==> src/rtl/uart_pkg.sv <==
// Shared UART definitions: receiver/transmitter FSM states and default frame geometry.
package uart_pkg;

  localparam int DEF_DATASIZE     = 8;
  localparam int DEF_CLKS_PER_BIT = 16;

  typedef enum logic [2:0] {
    IDLE   = 3'd0,
    START  = 3'd1,
    DATA   = 3'd2,
    PARITY = 3'd3,
    STOP   = 3'd4
  } uart_state_e;

endpackage

==> src/rtl/uart_sync.sv <==
// Two-flop synchronizer for the asynchronous serial line; resets to the idle (high) level.
module uart_sync (
  input  logic clk,
  input  logic rst_n,
  input  logic d,
  output logic q
);

  logic meta;

  // NOTE: non-blocking assignments so q takes meta's previous value, giving two real stages.
  always_ff @(posedge clk or negedge rst_n) begin
    if (!rst_n) begin
      meta <= 1'b1;
      q    <= 1'b1;
    end else begin
      meta <= d;
      q    <= meta;
    end
  end

endmodule

==> src/rtl/uart_rx.sv <==
// UART receiver with a one-entry holding register and valid/ready handshake.
// Optional parity checking is compiled in by defining UART_RX_PARITY_EN.
module uart_rx
  import uart_pkg::*;
#(
  parameter int DATASIZE     = DEF_DATASIZE,
  parameter int CLKS_PER_BIT = DEF_CLKS_PER_BIT
`ifdef UART_RX_PARITY_EN
  ,
  parameter bit PARITY_ODD   = 1'b0
`endif
) (
  input  logic                clk,
  input  logic                rst_n,
  input  logic                rx_i,
  output logic [DATASIZE-1:0] out_data,
  output logic                out_valid,
  input  logic                out_ready,
  output logic                frame_err,
  output logic                parity_err,
  output logic                overrun,
  output logic                busy
);

  localparam int CW = $clog2(CLKS_PER_BIT);
  localparam int BW = $clog2(DATASIZE + 1);

  localparam logic [CW-1:0] HALF_M1  = CW'(CLKS_PER_BIT / 2 - 1);
  localparam logic [CW-1:0] FULL_M1  = CW'(CLKS_PER_BIT - 1);
  localparam logic [BW-1:0] LAST_BIT = BW'(DATASIZE - 1);

  uart_state_e         state;
  logic [CW-1:0]       cnt;
  logic [BW-1:0]       bit_cnt;
  logic [DATASIZE-1:0] shift;
  logic                rx_s;
  logic                rx_prev;
  logic                brk;
`ifdef UART_RX_PARITY_EN
  logic                par_bad;
`else
  assign parity_err = 1'b0;
`endif

  uart_sync u_sync (
    .clk   (clk),
    .rst_n (rst_n),
    .d     (rx_i),
    .q     (rx_s)
  );

  // NOTE: the shift register is reset along with the rest so no stale bits leak after reset.
  always_ff @(posedge clk or negedge rst_n) begin
    if (!rst_n) begin
      state     <= IDLE;
      cnt       <= '0;
      bit_cnt   <= '0;
      shift     <= '0;
      rx_prev   <= 1'b1;
      brk       <= 1'b0;
      out_data  <= '0;
      out_valid <= 1'b0;
      frame_err <= 1'b0;
      overrun   <= 1'b0;
      busy      <= 1'b0;
`ifdef UART_RX_PARITY_EN
      parity_err <= 1'b0;
      par_bad    <= 1'b0;
`endif
    end else begin
      frame_err <= 1'b0;
      overrun   <= 1'b0;
`ifdef UART_RX_PARITY_EN
      parity_err <= 1'b0;
`endif
      rx_prev <= rx_s;
      cnt     <= cnt + 1'b1;

      if (out_valid && out_ready)
        out_valid <= 1'b0;

      case (state)
        IDLE: begin
          cnt <= '0;
          if (rx_prev && !rx_s) begin
            state   <= START;
            bit_cnt <= '0;
            brk     <= 1'b0;
            busy    <= 1'b1;
`ifdef UART_RX_PARITY_EN
            par_bad <= 1'b0;
`endif
          end
        end

        START: begin
          if (cnt == HALF_M1) begin
            cnt <= '0;
            if (!rx_s) begin
              state <= DATA;
            end else begin
              state <= IDLE;
              busy  <= 1'b0;
            end
          end
        end

        DATA: begin
          if (cnt == FULL_M1) begin
            cnt     <= '0;
            shift   <= {rx_s, shift[DATASIZE-1:1]};
            bit_cnt <= bit_cnt + 1'b1;
            if (bit_cnt == LAST_BIT) begin
`ifdef UART_RX_PARITY_EN
              state <= PARITY;
`else
              state <= STOP;
`endif
            end
          end
        end

`ifdef UART_RX_PARITY_EN
        PARITY: begin
          if (cnt == FULL_M1) begin
            cnt   <= '0;
            state <= STOP;
            if ((^shift ^ rx_s) != PARITY_ODD) begin
              parity_err <= 1'b1;
              par_bad    <= 1'b1;
            end
          end
        end
`endif

        STOP: begin
          if (brk) begin
            // Line held low past the stop bit: wait out the break before re-arming.
            cnt <= '0;
            if (rx_s) begin
              state <= IDLE;
              busy  <= 1'b0;
              brk   <= 1'b0;
            end
          end else if (cnt == FULL_M1) begin
            cnt <= '0;
            if (rx_s) begin
              state <= IDLE;
              busy  <= 1'b0;
`ifdef UART_RX_PARITY_EN
              if (!par_bad) begin
`else
              begin
`endif
                if (!out_valid || out_ready) begin
                  out_data  <= shift;
                  out_valid <= 1'b1;
                end else begin
                  overrun <= 1'b1;
                end
              end
            end else begin
              frame_err <= 1'b1;
              brk       <= 1'b1;
            end
          end
        end

        default: begin
          state <= IDLE;
          busy  <= 1'b0;
        end
      endcase
    end
  end

endmodule

==> config.mk <==
export PLATFORM = sky130hd
export DESIGN_NAME = uart_rx
export DESIGN_NICKNAME = d
export VERILOG_FILES = /design/src/rtl/uart_pkg.sv /design/src/rtl/uart_sync.sv /design/src/rtl/uart_rx.sv
export SDC_FILE = /design/constraint.sdc
export NUM_CORES = 1
export LEC_CHECK = 0
export CORE_MARGIN = 2
export CORE_UTILIZATION = 40
export CTS_CLUSTER_DIAMETER = 100
export DETAILED_ROUTE_END_ITERATION = 16
export GPL_ROUTABILITY_DRIVEN = 0
export PLACE_DENSITY = 0.59
export REMOVE_ABC_BUFFERS = 1
export SYNTH_ARGS = -nofsm -noshare
export SYNTH_HDL_FRONTEND = slang
export SYNTH_HIERARCHICAL = 1
export SYNTH_SLANG_ARGS = --single-unit
export TNS_END_PERCENT = 1
==> constraint.sdc <==
create_clock -name clk -period 2.04 [get_ports clk]
set_clock_uncertainty 0.15 [all_clocks]
set_input_delay 0.408 -clock clk [delete_from_list [all_inputs] [get_ports clk]]
set_output_delay 0.408 -clock clk [all_outputs]
set_load 0.01 [all_outputs]
==> impl_summary.log <==
[metrics] max-cap viol count: 0
[metrics] HPWL reported at the end of detailed placement: 1790 µm
[metrics] # rows: 22
[metrics] timing-limited maximum frequency: between 500 and 600 MHz
[metrics] share of layout cells above drive strength 1: a little under a quarter
[metrics] # hold bufs at CTS: 0
[metrics] global-route wire length before repair: around 4400 µm
[metrics] Final Routed Wirelength: 2580 µm
[metrics] effective utilization at floorplan: 41.2%
[metrics] number of antenna violations at the first check in global routing: 0
[metrics] Worst-Skew Late Latency: 280 ps
[metrics] TNS Setup: 0 ps
[metrics] Clk pin slew, worst setup/hold paths: 70 ps
[metrics] area of the core: 3630 µm²
[metrics] ant diodes: 0
[metrics] critical path launch point type: register
[metrics] maximum level of the CTS H-tree: 2
[metrics] area of the multi-input gates: between 500 and 600 µm²
[metrics] critical-path cell list: nand2b_1 > nor3_1 > and4_1 > buf_4 > mux2_2
[metrics] launch point of the worst reg-to-reg path: brk
[metrics] #FFs+latches synth: 35
[metrics] post-detailed-route wirelength per cell: between 10 and 15 µm
[metrics] port bufs: 15
[metrics] Top-Level Pins: 17
[metrics] buffer and inverter count on the worst path: 1
[metrics] Residual DRC: 0
[metrics] Worst path slowest cell: sky130_fd_sc_hd__dfrtp_1
[metrics] count of TritonRoute iterations in the first routing pass: 4
[metrics] total clock buffers created by CTS: 5
[metrics] layout-stage area growth over the synthesis result: 19.8%
[metrics] vertical die dimension: 65.1 µm
[metrics] Hold Fails Final Rpt: 0
[metrics] Finish-stage setup viols: 0
[metrics] number of DRC violations after detailed-routing iteration 0: 24
[metrics] clock tree buffer depth: 2
[metrics] mean instance size in the synthesized netlist: 11.9 µm²
[metrics] Worst Path Arrival: 1890 ps
[metrics] antenna violation net count after detailed routing: 0
[metrics] Crit Path Category: register to register
[metrics] static leakage: 0.000842 µW
[metrics] number of pins exceeding their max-slew limit in the final report: 0
[metrics] clock root cell: sky130_fd_sc_hd__clkbuf_8
[metrics] kind of cell adding the most delay to the critical path: simple AND/OR/NAND/NOR gates
[metrics] leftover overflow at the end of global routing: 0
[metrics] Cells after Synth: around 130
[metrics] netlist area before placement: approximately 1500 µm²
[metrics] number of vias per cell: 5.07
[metrics] Resize count post-CTS: 0
[metrics] sequential area share after synthesis: 58.8%
[metrics] die width: about 65 µm
[metrics] launch point of the critical path: brk
[metrics] part of the cycle the worst path needs: 92.0%
[metrics] Post-Layout Inst Area: 1790 µm²
[metrics] global router's overall resource usage: 13.9%
[metrics] sink count of the clock tree: 35
[metrics] start point of the worst min-delay path: u_sync/meta
[metrics] number of vias in the routed layout: 978
[metrics] Tightest Hold Check Type: register to register
[metrics] critical path data required time: 2060 ps
[metrics] number of global-route vias before repair: 969
[metrics] clock tree from TritonCTS: done
[metrics] peak ir drop on the vdd network: 0.000445 V
[metrics] number of distinct library cells after synthesis: 36
[metrics] setup repair after global routing missed its margin: false
[metrics] Worst Hold Slack: 207 ps
[metrics] Post-layout nets: 150
[metrics] placed cell areas: ~1700 µm²
[metrics] total power divided by cell area: roughly 870 nW/µm²
[metrics] min Tclk post-route: 1880 ps
[metrics] largest net degree at the start of global routing: 36
[metrics] floorplan die area: ~4200 µm²
[metrics] Fillers: 343
[metrics] outcome: finished, final reports clean
[metrics] Design Power: 1560 µW
[metrics] delay of the slowest cell on the worst path: roughly 410 ps
[metrics] # Post-CTS Setup Buffers: 0
[metrics] Sequential Area: 880 µm²
[metrics] worst-path fanout max: 8
[metrics] endpoint class of the critical path: register
[metrics] synth warn: 6
==> layer usage <==
| metal | routed length, µm | up-vias | part of all wire, % | global-route usage [%] |
|---|---|---|---|---|
| met5 | 0 | - | 0 | 0 |
| met4 | 42 | 0 | 1.6 | 6.25 |
| met3 | 104 | 6 | 4.0 | 4.11 |
| met2 | 1210 | 19 | 47 | 21.0 |
| met1 | 1230 | 482 | 47 | 18.5 |
| li1 | - | 471 | - | - |
==> state kept, by name, indices dropped and copies added, names as in the netlist <==
| signal | cells |
|---|---|
| bit_cnt | 4 |
| brk | 1 |
| busy | 1 |
| cnt | 4 |
| frame_err | 1 |
| out_data | 8 |
| out_valid | 1 |
| overrun | 1 |
| rx_prev | 1 |
| shift | 8 |
| state | 3 |
| u_sync/meta | 1 |
| u_sync/q | 1 |
==> stage by stage <==
| step | util [%] | std cells | worst slack (ps) |
|---|---|---|---|
| after floorplan | - | 117 | 88.5 |
| after global placement | 46.8 | 185 | 90.3 |
| after detailed placement | 46.8 | 185 | 70.5 |
| after CTS | 49.3 | 193 | 159 |
| after global routing | 49.3 | 193 | 42.2 |
| final | 49.3 | 193 | 164 |
==> synthesized netlist by cell type (all sizes together) <==
cell type	instances	area (µm²)
a21oi	4	20.0
dfrtp	32	801
a2bb2oi	1	8.76
dfstp	3	78.8
a311oi	1	8.76
buf	5	27.5
or4	2	15.0
nor2b	1	6.26
xnor2	1	8.76
o21ai	4	20.0
o211a	1	10.0
o31ai	1	7.51
nand4	1	6.26
nor2	11	41.3
and3	1	6.26
or3b	1	8.76
nand2b	3	18.8
or3	1	6.26
and4	1	8.76
conb	1	3.75
nand2	6	22.5
nor3	1	5.00
xor2	2	17.5
or2	1	6.26
or4b	1	10.0
clkbuf	4	15.0
nand3b	1	7.51
ha	2	25.0
o211ai	2	15.0
inv	4	15.0
mux2	17	191
nand3	7	35.0
o221ai	1	8.76
nand4b	1	8.76
==> final cells by class <==
class | count | share of cell area, %
clock buffers | 7 | 4.82
clock inverters | 1 | 0.279
inverters | 4 | 0.838
multi-input cells | 78 | 31.1
flip-flops and latches | 35 | 49.1
well taps | 48 | 3.35
repair buffers | 20 | 10.5
==> path summary, 6_finish.rpt <==
check                                    to  slack [ps]  depth (start not counted)
worst min-delay path               u_sync/q         210                          0
worst max-delay path            out_data[1]         160                          5
max in group asynchronous          u_sync/q        1020                          2
worst min register to register     u_sync/q         210                          0
worst max register to register  out_data[1]         160                          5
min in group asynchronous            cnt[3]         380                          2
==> placed cells by master, fill, tap and decap left out, drive strengths merged <==
cell           synthesis  routed
o221ai                 1       1
or4b                   1       1
nand2                  6       6
or3b                   1       1
dfstp                  3       3
nand4                  1       1
and3                   1       1
xor2                   2       2
nand3                  7       7
buf                    5       5
clkinv                 0       1
inv                    4       4
dfrtp                 32      32
mux2                  17      17
clkbuf                 4       7
nor2                  11      11
a311oi                 1       1
a21oi                  4       4
clkdlybuf4s50          0      15
and4                   1       1
ha                     2       2
or3                    1       1
nand3b                 1       1
nor2b                  1       1
or4                    2       2
o211a                  1       1
a2bb2oi                1       1
o31ai                  1       1
nor3                   1       1
or2                    1       1
o211ai                 2       2
o21ai                  4       4
nand4b                 1       1
xnor2                  1       1
conb                   1       1
nand2b                 3       3
==> power by group <==
part	total, µW	internal, µW	switching [µW]
Combinational	229	102	127
Sequential	822	748	73.9
Clock	511	272	239
Total	1560	1120	439
==> kinds of logic (layout without fill, tap and decap cells) <==
logic type      count (synthesis)  in the layout  synth area share [%]
other cells                     1              1                 0.251
fa+ha+maj                       2              2                  1.67
mux                            17             17                  12.8
flops                          35             35                  58.8
buf+inv                        13             32                  3.85
compound gates                 15             15                  6.61
simple gates                   40             40                  14.2
xor+xnor                        3              3                  1.76
Power figures use the tool's default switching activity.
